File: config.mk
export PLATFORM = sky130hd
export DESIGN_NAME = serial_adder
export DESIGN_NICKNAME = d
export VERILOG_FILES = /design/src/rtl/serial_adder.sv
export SDC_FILE = /design/constraint.sdc
export NUM_CORES = 1
export LEC_CHECK = 0
export BUFFER_PORTS_ARGS = -buffer_cell sky130_fd_sc_hd__clkbuf_2
export CAP_MARGIN = 40
export CORE_MARGIN = 4
export CORE_UTILIZATION = 54
export CTS_CLUSTER_SIZE = 16
export DETAILED_ROUTE_END_ITERATION = 7
export MAX_ROUTING_LAYER = met4
export PLACE_DENSITY_LB_ADDON = 0.05
export SYNTH_ARGS = -nofsm -noshare
export SYNTH_HDL_FRONTEND = slang
export SYNTH_SLANG_ARGS = --single-unit
File: constraint.sdc
create_clock -name clk -period 2.5 [get_ports clk]
set_clock_uncertainty 0.2 [all_clocks]
set_input_delay 0.25 -clock clk [delete_from_list [all_inputs] [get_ports clk]]
set_output_delay 0.25 -clock clk [all_outputs]
set_load 0.01 [all_outputs]
File: src/rtl/serial_adder.sv
// ---------------------------------------------------------------------------
// serial_adder
//   Bit-serial adder/subtractor. A single full-adder cell is iterated LSB-first
//   over WIDTH cycles. An accepted start loads the operands. After WIDTH RUN
//   cycles the result registers update and done pulses for one cycle.
//
// Ports
//   clk    in   1      rising-edge clock
//   rst    in   1      asynchronous, active-high reset
//   start  in   1      request, sampled only while idle
//   a, b   in   WIDTH  operands, captured on an accepted start
//   cin    in   1      carry-in for add (ignored when sub=1)
//   sub    in   1      0: a+b+cin, 1: a-b (a+~b+1)
//   busy   out  1      operation in progress
//   done   out  1      one-cycle pulse, results just updated
//   sum    out  WIDTH  result, held until the next completion
//   cout   out  1      carry out of MSB (subtract: 1 = no borrow)
//   ovf    out  1      signed overflow
// ---------------------------------------------------------------------------
module serial_adder #(
    parameter int WIDTH = 8
) (
    input  logic             clk,
    input  logic             rst,
    input  logic             start,
    input  logic [WIDTH-1:0] a,
    input  logic [WIDTH-1:0] b,
    input  logic             cin,
    input  logic             sub,
    output logic             busy,
    output logic             done,
    output logic [WIDTH-1:0] sum,
    output logic             cout,
    output logic             ovf
);

    localparam int CW = $clog2(WIDTH + 1);

    typedef enum logic {S_IDLE, S_RUN} state_t;

    state_t           r_state;
    state_t           w_state_nxt;

    // r_a_sh doubles as the result shift register: each step consumes bit 0
    // and the new sum bit enters at the MSB, so after WIDTH steps it holds
    // the full result.
    logic [WIDTH-1:0] r_a_sh;
    logic [WIDTH-1:0] r_b_sh;
    logic [WIDTH-1:0] w_a_nxt;
    logic             r_c;
    logic [CW-1:0]    r_cnt;

    logic [WIDTH-1:0] r_sum;
    logic             r_cout;
    logic             r_ovf;
    logic             r_done;

    logic             w_s;
    logic             w_c_nxt;
    logic             w_last;
    logic             w_accept;

    assign w_s      = r_a_sh[0] ^ r_b_sh[0] ^ r_c;
    assign w_c_nxt  = (r_a_sh[0] & r_b_sh[0]) | (r_c & (r_a_sh[0] ^ r_b_sh[0]));
    assign w_last   = (r_cnt == CW'(WIDTH - 1));
    assign w_accept = (r_state == S_IDLE) && start;

    generate
        if (WIDTH == 1) begin : g_w1
            assign w_a_nxt = w_s;
        end else begin : g_wn
            assign w_a_nxt = {w_s, r_a_sh[WIDTH-1:1]};
        end
    endgenerate

    // State register
    always_ff @(posedge clk or posedge rst) begin
        if (rst) r_state <= S_IDLE;
        else     r_state <= w_state_nxt;
    end

    // Next-state logic
    always_comb begin
        w_state_nxt = r_state;
        case (r_state)
            S_IDLE:  if (start)  w_state_nxt = S_RUN;
            S_RUN:   if (w_last) w_state_nxt = S_IDLE;
            default: w_state_nxt = S_IDLE;
        endcase
    end

    // Datapath
    always_ff @(posedge clk or posedge rst) begin
        if (rst) begin
            r_a_sh <= '0;
            r_b_sh <= '0;
            r_c    <= 1'b0;
            r_cnt  <= '0;
            r_sum  <= '0;
            r_cout <= 1'b0;
            r_ovf  <= 1'b0;
            r_done <= 1'b0;
        end else begin
            r_done <= 1'b0;
            if (w_accept) begin
                r_a_sh <= a;
                r_b_sh <= sub ? ~b : b;
                r_c    <= sub ? 1'b1 : cin;
                r_cnt  <= '0;
            end else if (r_state == S_RUN) begin
                r_a_sh <= w_a_nxt;
                r_b_sh <= r_b_sh >> 1;
                r_c    <= w_c_nxt;
                r_cnt  <= r_cnt + 1'b1;
                if (w_last) begin
                    // On the last step r_c is the carry into the MSB.
                    r_sum  <= w_a_nxt;
                    r_cout <= w_c_nxt;
                    r_ovf  <= r_c ^ w_c_nxt;
                    r_done <= 1'b1;
                end
            end
        end
    end

    assign busy = (r_state == S_RUN);
    assign done = r_done;
    assign sum  = r_sum;
    assign cout = r_cout;
    assign ovf  = r_ovf;

endmodule

==> impl_metrics.csv, run 1 <==
group,metric,value,unit
run_status,outcome,"completed",
power,cellLeakagePower,0.9397,nW
global_routing,global_route.usage.met1,0.1989,
sta,final_period_minus_worst_setup_slack,2004,ps
setup_path,reg2reg_depth,3,
synth,yosys-top-cells-area,"sky130_fd_sc_hd__dfrtp_1, sky130_fd_sc_hd__mux2i_1, sky130_fd_sc_hd__mux2_4, sky130_fd_sc_hd__o21ai_0, sky130_fd_sc_hd__nand2_1",
clock_network,max-clock-path-buffers,2,
sta,fin_hold_ws,20.17,ps
run,cap_violations,0,
layout,areaGrowthSynthToFinish,17.62,%
place,port-buffer-count,32,
clock_network,clkSinkCount,33,
setup_path,rrSetupSlack,500,ps
clock_network,worstSkewPairLatency,320,ps
clock_network,cts_tree,"built",
global_routing,first_pass_grt_wire_length,4.471,mm
clock_network,count_of_buffers_added_by_post_cts_timing_repair_for_setup,0,
setup_path,end_kind,"flop",
sta,setup_repair_after_global_routing_missed_its_margin,"false",
setup_path,timing.critical_path.cells,"ha_1 -> nand4b_1 -> mux2_4",
layout,drive_gt1_frac,0.3072,
clock_network,path_clk_slew,100,ps
global_routing,groute.layer.met3.usage,0.04403,
global_routing,busiest_layer,"met2",
setup_path,r2r-start,"r_cnt[0]",
route,drc,0,
global_routing,maximum_number_of_pins_on_one_net_before_global_route_repair,43,
synth,syn_area,0.001526,mm2
route,number_of_drc_markers_in_iteration_0,18,
power,power_density,1134,mW/mm2
clock_network,cts_htree_levels,2,
sta,maxClockFrequency,498.9,MHz
synth,yosysWarnings,0,
synth,synth_seq_cells,33,
floorplan,design.die.area,0.003741,mm2
synth,avgSynthCellArea,11.65,um2
setup_path,critical_path_cell_count,3,
min_path,worst_hold_depth,3,
route,dr_total_vias,1027,
sta,finalSetupViolCount,0,
sta,timing.setup.tns,0,ps
setup_path,timing.critical_path.fanout_max,12,
setup_path,timing.critical_path.slowest_stage_cell,"sky130_fd_sc_hd__nand4b_1",
route,firstDrtPassIters,4,
min_path,holdPathEnd,"r_b_sh[7]",
setup_path,criticalPathCategory,"reg -> reg",
floorplan,die_h,61.17,um
power,vdd.ir_drop.worst,0.8020,mV
layout,antenna_cells,0,
min_path,min_path_type,"in -> reg",
floorplan,die_width,61.17,um
synth,netlist.top_cell.by_area,"sky130_fd_sc_hd__dfrtp_1",
setup_path,cpPeakStageDelay,590,ps
setup_path,critical_path_required,2520,ps
sta,worstMarginPinSlew,730.8,ps
global_routing,grt_pass1_vias,1051,
clock_network,cts_made_buffers,5,
clock_network,clockRootBuffer,"sky130_fd_sc_hd__clkbuf_4",
sta,maxSlewViolCount,0,
synth,synth_nets,154,
setup_path,critical_path.startpoint_type,"flop",
global_routing,grt.total_usage,0.1717,
floorplan,number_of_ports_placed_on_the_die_boundary,33,
route,viasPerCell,5.213,
route,postRouteAntennaNets,0,
floorplan,fp-row-count,19,
layout,net_count_final,188,
floorplan,placeableCoreArea,0.002734,mm2
clock_network,ctsResizeCount,0,
setup_path,crit-reg2reg-capture,"sum[2]",
setup_path,largest_delay_share_family_worst_path,"simple AND/OR/NAND/NOR gates",
setup_path,bufs_and_invs_on_worst_path,0,
setup_path,worst-endpoint-arrival,2020,ps
route,routed_wire_length_per_instance,13.46,um
global_routing,grt_use_met2,0.2764,
route,routed_wl,2.652,mm
place,post_detail_place_hpwl,1.829,mm
floorplan,initial_cell_density_of_the_core,0.5584,
synth,sequential_area_share_after_synthesis,0.5410,
synth,synth_top_cell_area_share,0.5410,
synth,synthesized_instance_count,131,
synth,synth.lib_cells_used.distinct,23,
sta,hold_violations,0,
place,gp_routability_congestion,0.6902,
global_routing,grt-ovfl-total,0,
sta,timing.final.crit_share,0.8018,
sta,max-slew-margin-rel,0.5102,
min_path,hold_start,"b[7]",
clock_network,count_of_hold_buffers_inserted_by_post_cts_repair,1,
global_routing,grt_antenna_before_repair,0,
-- area by class of cell --
| type | instances | area, um2 |
|---|---|---|
| Fill cell | 232 | 938.4 |
| Clock inverter | 1 | 30.03 |
| Clock buffer | 7 | 55.05 |
| Sequential cell | 33 | 825.8 |
| Inverter | 2 | 7.507 |
| Tap cell | 31 | 38.79 |
| Timing Repair Buffer | 35 | 185.2 |
| Multi-Input combinational cell | 88 | 653.1 |
-- metrics by stage --
step | total power [mW] | cell area, um2 | worst slack (ps) | std cells | util
floorplan | 1.432 | 1526 | 932.0 | 131 | -
global placement | 1.612 | 1700 | 525.1 | 188 | 0.6220
detailed placement | 1.646 | 1700 | 488.3 | 188 | 0.6220
CTS | 2.066 | 1795 | 481.9 | 197 | 0.6568
global route | 2.226 | 1795 | 357.2 | 197 | 0.6568
finish | 2.035 | 1795 | 495.6 | 197 | 0.6568
-- power by group --
part,switching [mW],internal (mW)
clock,0.171,0.239
sequential,0.153,0.769
combinational,0.347,0.357
-- worst max path at each step --
stage,startpoint,to
2_1_floorplan,r_cnt[0],cout
3_3_place_gp,r_cnt[0],sum[7]
3_5_place_dp,r_cnt[0],sum[1]
4_1_cts,r_cnt[0],sum[1]
5_1_grt,r_cnt[1],sum[4]
6_report,r_cnt[0],sum[2]
-- registers in the layout (all words and copies together) (netlist names) --
name,flops
busy,1
r_c,1
sum,8
done,1
r_a_sh,8
cout,1
ovf,1
r_b_sh,8
r_cnt,4
-- cells in the mapped netlist (all sizes together) --
library cell   n
o22ai          1
mux2          10
buf            6
o21ai         20
a21o           1
inv            2
nand4b         1
ha             1
xor2           7
fa             1
nor2           3
nor3b          1
a211oi         1
dfrtp         33
nand2         19
clkbuf         2
nand3          1
nor2b          1
xnor2          3
nand2b         2
mux2i         15
-- worst reg2reg max path, cell delays in order, from the launching register on --
cell	delay [ps]
sky130_fd_sc_hd__dfrtp_1	380
sky130_fd_sc_hd__ha_1	190
sky130_fd_sc_hd__nand4b_1	590
sky130_fd_sc_hd__mux2_4	520
-- placed cells by master, fill, tap and decap left out --
cell and count:
sky130_fd_sc_hd__buf_4 2, sky130_fd_sc_hd__a21o_1 1, sky130_fd_sc_hd__nand2b_1 2, sky130_fd_sc_hd__ha_1 1
sky130_fd_sc_hd__nand2_1 19, sky130_fd_sc_hd__mux2_2 3, sky130_fd_sc_hd__dlygate4sd3_1 1, sky130_fd_sc_hd__xor2_1 7
sky130_fd_sc_hd__clkbuf_4 5, sky130_fd_sc_hd__nor2b_1 1, sky130_fd_sc_hd__o21ai_0 20, sky130_fd_sc_hd__nor2_1 3
sky130_fd_sc_hd__fa_1 1, sky130_fd_sc_hd__nand3_1 1, sky130_fd_sc_hd__mux2i_1 15, sky130_fd_sc_hd__clkbuf_8 1
sky130_fd_sc_hd__bufinv_16 1, sky130_fd_sc_hd__clkbuf_2 32, sky130_fd_sc_hd__nand4b_1 1, sky130_fd_sc_hd__o22ai_1 1
sky130_fd_sc_hd__mux2_4 7, sky130_fd_sc_hd__a211oi_1 1, sky130_fd_sc_hd__clkbuf_1 1, sky130_fd_sc_hd__nor3b_1 1
sky130_fd_sc_hd__inv_1 2, sky130_fd_sc_hd__dfrtp_1 33, sky130_fd_sc_hd__xnor2_1 3
-- layer usage --
layer  part of all wire  vias to the layer above
li1                   -                      515
met4              0.021                        0
met2               0.47                       27
met5                  0                        -
met3              0.056                        8
met1               0.45                      477
-- cells by family after synthesis --
family / share of synthesized area
simple gates: 0.08033
flops: 0.5410
compound gates: 0.07952
buf+inv: 0.03115
xor+xnor: 0.05738
fa+ha+maj: 0.02131
mux: 0.1893
(Power assumes the default switching activity.)
==> run 2: changes to the inputs <==
- ABC_AREA: not set -> 1
- CORE_UTILIZATION: 54 -> 49
- clock period: 2.5 -> 1.65 ns (I/O delays scaled with it)
==> run 2 against run 1 <==
  * Routed wire length increased by 25%
  * Synthesized area increased by 7.9%
  * Utilization increased by 1.3 points
  * Global-route usage increased by 0.68 points
  * Final cell count increased by 51%
  * Critical path depth increased by 2
  * Largest power group unchanged
==> impl_metrics.csv, run 2 <==
group,metric,value,unit
setup_path,timing.critical_path.slowest_stage_cell,"sky130_fd_sc_hd__fa_1",
global_routing,grt.total_usage,0.1785,
synth,synth_enable_flop_cells,0,
floorplan,number_of_ports_placed_on_the_die_boundary,33,
place,post-place-ws,183.9,ps
setup_path,timing.critical_path.cells,"fa_1 -> nor2_1 -> nor2_1 -> nand2_1 -> nand2_1",
place,dpl-instance-area,0.001841,mm2
clock_network,path_clk_slew,90,ps
global_routing,maximum_number_of_pins_on_one_net_before_global_route_repair,34,
sta,worstMarginPinSlew,409.0,ps
global_routing,grt_antenna_before_repair,0,
route,viasPerCell,4.705,
route,number_of_drc_markers_in_iteration_0,49,
place,gp_routability_congestion,0.7219,
clock_network,clkSinkCount,33,
route,routed_wl,3.303,mm
sta,max-slew-margin-rel,0.7273,
clock_network,worstSkewPairLatency,330,ps
synth,synthesized_instance_count,198,
clock_network,cts_htree_levels,2,
power,totalPowerFinal,2.978,mW
power,intPower,1.828,mW
layout,layout.cells.most_common,"sky130_fd_sc_hd__nand2_1",
synth,sequential_area_share_after_synthesis,0.5015,
setup_path,critical_path_required,1680,ps
floorplan,design.die.area,0.004352,mm2
sta,maxSlewViolCount,0,
global_routing,first_pass_grt_wire_length,5.740,mm
route,routed_wire_length_per_instance,11.08,um
synth,synth.most_common_cell,"sky130_fd_sc_hd__nand2_1",
layout,post-route-cell-area,0.002096,mm2
route,postRouteAntennaNets,0,
synth,share_of_flip_flops_with_an_asynchronous_set_or_reset_after_synthesis,1.000,
synth,synth.lib_cells_used.distinct,22,
route,drc,0,
clock_network,count_of_hold_buffers_inserted_by_post_cts_repair,20,
sta,final_period_minus_worst_setup_slack,1482,ps
clock_network,clockRootBuffer,"sky130_fd_sc_hd__clkbuf_4",
run,cap_violations,0,
synth,synth_top_cell_area_share,0.5015,
clock_network,ctsResizeCount,0,
synth,avgSynthCellArea,8.316,um2
clock_network,max-clock-path-buffers,2,
place,port-buffer-count,32,
sta,maxClockFrequency,674.6,MHz
layout,finalCoreUtilization,0.6700,
power,cellLeakagePower,1.159,nW
floorplan,placeableCoreArea,0.003128,mm2
power,power_density,1421,mW/mm2
place,post_detail_place_hpwl,2.338,mm
route,dr_total_vias,1402,
power,power_frac_seq,0.466,
power,clkPwrFrac,0.152,
synth,yosysWarnings,0,
power,switchingPower,1.150,mW
power,netSwitchingFraction,0.3861,
min_path,min_path_type,"in -> reg",
sta,fin_ws,167.6,ps
clock_network,cts_tree,"built",
global_routing,grt_pass1_vias,1345,
power,vdd.ir_drop.worst,0.6512,mV
sta,timing.final.crit_share,0.8984,
run_status,outcome,"completed",
sta,setup_repair_after_global_routing_missed_its_margin,"false",
route,firstDrtPassIters,2,
setup_path,critical_path.startpoint_type,"flop",
power,combinational_fraction_of_design_power,0.381,
synth,yosys-top-cells-count,"sky130_fd_sc_hd__nand2_1, sky130_fd_sc_hd__dfrtp_1, sky130_fd_sc_hd__nand3_1, sky130_fd_sc_hd__inv_1",
layout,net_count_final,277,
synth,syn_area,0.001647,mm2
global_routing,grt-ovfl-total,0,
setup_path,worst-endpoint-arrival,1510,ps
clock_network,cts_made_buffers,5,
layout,drive_gt1_frac,0.2126,
setup_path,cpPeakStageDelay,490,ps
synth,synth_nets,221,
layout,areaGrowthSynthToFinish,27.28,%
setup_path,criticalPathCategory,"reg -> reg",
synth,synth_seq_cells,33,
floorplan,die_h,65.97,um
sta,finalSetupViolCount,0,
sta,timing.setup.tns,0,ps
sta,hold_violations,0,
setup_path,end_kind,"flop",
synth,yosys-top-cells-area,"sky130_fd_sc_hd__dfrtp_1, sky130_fd_sc_hd__nand2_1, sky130_fd_sc_hd__nand3_1, sky130_fd_sc_hd__a21boi_1, sky130_fd_sc_hd__inv_1",
floorplan,initial_cell_density_of_the_core,0.5264,
layout,antenna_cells,0,
layout,layout_common_cells,"sky130_fd_sc_hd__nand2_1, sky130_fd_sc_hd__dfrtp_1, sky130_fd_sc_hd__clkbuf_2, sky130_fd_sc_hd__nand3_1, sky130_fd_sc_hd__dlygate4sd3_1",
floorplan,die_width,65.97,um
synth,ys.flop_type,"sky130_fd_sc_hd__dfrtp_1",
floorplan,fp-row-count,20,
synth,netlist.top_cell.by_area,"sky130_fd_sc_hd__dfrtp_1",
setup_path,timing.critical_path.fanout_max,4,
clock_network,count_of_buffers_added_by_post_cts_timing_repair_for_setup,0,
run 2: per-layer routing:
| metal | track usage | share of wire | vias to the layer above |
|---|---|---|---|
| met5 | - | 0 | - |
| met4 | 0.05330 | 0.014 | 0 |
| met1 | 0.2054 | 0.45 | 635 |
| met2 | 0.2941 | 0.48 | 31 |
| li1 | - | - | 730 |
| met3 | 0.06293 | 0.058 | 6 |
run 2: final cells by class:
cell class                 instances  area, um2
inverter                          14      52.55
tap                               44      55.05
clock buffer                       7      55.05
fill                             275       1032
timing repair buffer              57      410.4
multi-input combinational        143      696.9
sequential                        33      825.8
run 2: power groups by stage:
stage | combinational, mW | clock, mW | sequential (mW)
3_5_place_dp | 1.12 | 0 | 1.41
6_report | 1.14 | 0.454 | 1.39
5_1_grt | 1.30 | 0.515 | 1.43
3_3_place_gp | 1.08 | 0 | 1.38
4_1_cts | 1.16 | 0.472 | 1.39
2_1_floorplan | 0.781 | 0 | 1.41
run 2: metrics by stage:
| step | instances | hold WS (ps) |
|---|---|---|
| 3_3_place_gp | 271 | 49.56 |
| 3_5_place_dp | 271 | 60.64 |
| 2_1_floorplan | 198 | 84.87 |
| 5_1_grt | 298 | 42.42 |
| 6_report | 298 | 27.05 |
| 4_1_cts | 298 | 23.73 |
run 2: cell families (layout without fill, tap and decap cells):
group / after synthesis / count (layout) / share of synthesized area
buf+inv: 22 / 78 / 0.07522
fa+ha+maj: 2 / 2 / 0.01976
flops: 33 / 33 / 0.5015
compound gates: 10 / 10 / 0.04103
simple gates: 131 / 131 / 0.3625
run 2: worst max-delay path: cells and delay by family (launching register included):
family | cells | cell delay [ps]
flip-flops | 1 | 410
adder cells (fa/ha/maj) | 1 | 490
AND/OR/NAND/NOR | 4 | 290
run 2: path summary, 6_finish.rpt:
| check | from | depth (start not counted) | endpoint | slack (ps) |
|---|---|---|---|---|
| max in group asynchronous | rst | 4 | r_b_sh[3] | 720 |
| worst max-delay path | r_a_sh[0] | 5 | ovf | 170 |
| min in group asynchronous | rst | 4 | r_cnt[1] | 240 |
| worst max register to register | r_a_sh[0] | 5 | ovf | 170 |
| worst min register to register | r_cnt[3] | 1 | done | 260 |
| worst min-delay path | sub | 4 | r_b_sh[5] | 30 |
==> run 3: changes to the inputs <==
--- a/config.mk
+++ b/config.mk
@@ -11,5 +11,5 @@
 export CORE_MARGIN = 4
 export CORE_UTILIZATION = 49
-export CTS_CLUSTER_SIZE = 16
+export CTS_CLUSTER_SIZE = 10
 export DETAILED_ROUTE_END_ITERATION = 7
 export MAX_ROUTING_LAYER = met4
==> constraint.sdc (replaced) <==
create_clock -name clk -period 1.65 [get_ports clk]
set_clock_uncertainty 0.2 [all_clocks]
set_input_delay 0.2475 -clock clk [delete_from_list [all_inputs] [get_ports clk]]
set_output_delay 0.2475 -clock clk [all_outputs]
set_load 0.01 [all_outputs]
==> run 3 against run 2 <==
  * Design area down 1.4%
  * Final cell count down 1.0%
  * Critical path depth down 3
  * Maximum frequency down 2.0%
  * Largest cell class unchanged
  * Largest power group unchanged
==> impl_metrics.csv, run 3 (same netlist as run 2, synthesis figures left out) <==
group,metric,value,unit
run_status,outcome,"completed",
clock_network,clockRootBuffer,"sky130_fd_sc_hd__clkbuf_4",
setup_path,end_kind,"primary output",
route,number_of_drc_markers_in_iteration_0,60,
clock_network,clkSinkCount,33,
place,post-place-ws,183.9,ps
clock_network,worstSkewPairLatency,330,ps
place,port-buffer-count,32,
setup_path,timing.critical_path.fanout_max,26,
place,post_detail_place_hpwl,2.338,mm
route,firstDrtPassIters,3,
run,cap_violations,0,
global_routing,grt.total_usage,0.1781,
sta,fin_ws,137.9,ps
floorplan,design.die.area,0.004352,mm2
power,combinational_fraction_of_design_power,0.380,
power,power_density,1436,mW/mm2
layout,seq_area,825.8,um2
global_routing,first_pass_grt_wire_length,5.713,mm
layout,finalCoreUtilization,0.6604,
sta,maxSlewViolCount,0,
clock_network,cts_tree,"built",
clock_network,max-clock-path-buffers,2,
global_routing,grt_pass1_vias,1334,
route,routed_wire_length_per_instance,11.12,um
setup_path,criticalPathCategory,"reg -> out",
sta,worstMarginPinSlew,410.5,ps
floorplan,initial_cell_density_of_the_core,0.5264,
layout,drive_gt1_frac,0.2151,
route,routed.top_layer,"met4",
global_routing,grt-ovfl-total,0,
clock_network,cts_htree_levels,2,
power,power_frac_seq,0.468,
place,dpl-instance-area,0.001841,mm2
route,routed_wl,3.279,mm
route,viasPerCell,4.681,
route,dr_wl_met3,199,um
layout,layout_common_cells,"sky130_fd_sc_hd__nand2_1, sky130_fd_sc_hd__dfrtp_1, sky130_fd_sc_hd__clkbuf_2, sky130_fd_sc_hd__nand3_1, sky130_fd_sc_hd__dlygate4sd3_1",
power,clkPwrFrac,0.151,
route,wl_met1,1.469,mm
global_routing,grt_antenna_before_repair,0,
sta,maxClockFrequency,661.3,MHz
sta,finalSetupViolCount,0,
clock_network,count_of_buffers_added_by_post_cts_timing_repair_for_setup,0,
sta,timing.final.crit_share,0.9164,
setup_path,critical_path.startpoint_type,"flop",
clock_network,cts_made_buffers,5,
layout,layout.cells.most_common,"sky130_fd_sc_hd__nand2_1",
power,netSwitchingFraction,0.3852,
floorplan,die_width,65.97,um
global_routing,maximum_number_of_pins_on_one_net_before_global_route_repair,34,
power,switchingPower,1.142,mW
route,dr_total_vias,1381,
sta,max-slew-margin-rel,0.7264,
layout,antenna_cells,0,
floorplan,placeableCoreArea,0.003128,mm2
layout,final.fill_count,279,
setup_path,critical_path_required,1200,ps
layout,multi_input_area,696.9,um2
sta,hold_violations,0,
power,intPower,1.823,mW
power,cellLeakagePower,1.147,nW
power,totalPowerFinal,2.966,mW
route,drc,0,
layout,post-route-cell-area,0.002066,mm2
setup_path,worst-endpoint-arrival,1060,ps
min_path,min_path_type,"in -> reg",
floorplan,number_of_ports_placed_on_the_die_boundary,33,
floorplan,die_h,65.97,um
sta,final_period_minus_worst_setup_slack,1512,ps
sta,timing.setup.tns,0,ps
route,routed-wl-met2,1.572,mm
sta,setup_repair_after_global_routing_missed_its_margin,"false",
place,gp_routability_congestion,0.7219,
clock_network,path_clk_slew,90,ps
power,vdd.ir_drop.worst,0.6404,mV
layout,areaGrowthSynthToFinish,25.46,%
route,postRouteAntennaNets,0,
layout,net_count_final,274,
floorplan,fp-row-count,20,
## run 3: cell types whose count changed in the layout (fill, tap and decap cells not counted)
cell and change:
sky130_fd_sc_hd__dlygate4sd3_1 -3
## run 3: per-stage QoR
step | hold slack (ps) | instances
2_1_floorplan | 167.4 | 198
4_1_cts | 21.70 | 295
5_1_grt | 24.47 | 295
3_5_place_dp | 143.1 | 271
3_3_place_gp | 132.1 | 271
6_report | 31.22 | 295
## run 3: worst paths after layout
check	endpoint	slack, ps	start	cells after the start
hold / removal	r_b_sh[0]	30	b[0]	4
hold reg to reg	done	260	r_cnt[3]	1
setup / recovery	busy	140	busy	2
setup reg to reg	ovf	170	r_a_sh[0]	5
min in group asynchronous	r_cnt[1]	330	rst	4
max in group asynchronous	r_b_sh[3]	630	rst	4
## run 3: routing by layer
layer,vias to the layer above,global-route usage
li1,723,-
met1,619,0.2065
met2,32,0.2916
met4,0,0.05330
met3,7,0.06293
met5,-,-
## run 3: power by group through the flow
| stage | clock (mW) | combinational (mW) | sequential (mW) |
|---|---|---|---|
| floorplan | 0 | 0.781 | 1.41 |
| global placement | 0 | 1.08 | 1.38 |
| detailed placement | 0 | 1.12 | 1.41 |
| CTS | 0.472 | 1.15 | 1.39 |
| global route | 0.515 | 1.30 | 1.43 |
| finish | 0.448 | 1.13 | 1.39 |
## run 3: area by class of cell
cell class | instances | share of cell area
Tap cell | 44 | 0.02665
Clock buffer | 7 | 0.02665
Multi-Input combinational cell | 143 | 0.3374
Timing Repair Buffer | 54 | 0.1841
Sequential cell | 33 | 0.3998
Inverter | 14 | 0.02544
## run 3: timing repair
action / 4_1_cts / 5_1_grt
hold endpoints to repair: 49 / 0
hold buffers: 17 / 0
resized for setup: 0 / 0
## run 3: worst max-delay path, stage by stage (launching register included)
cell and delay (ps):
sky130_fd_sc_hd__dfrtp_1 380, sky130_fd_sc_hd__buf_12 200, sky130_fd_sc_hd__clkbuf_2 160
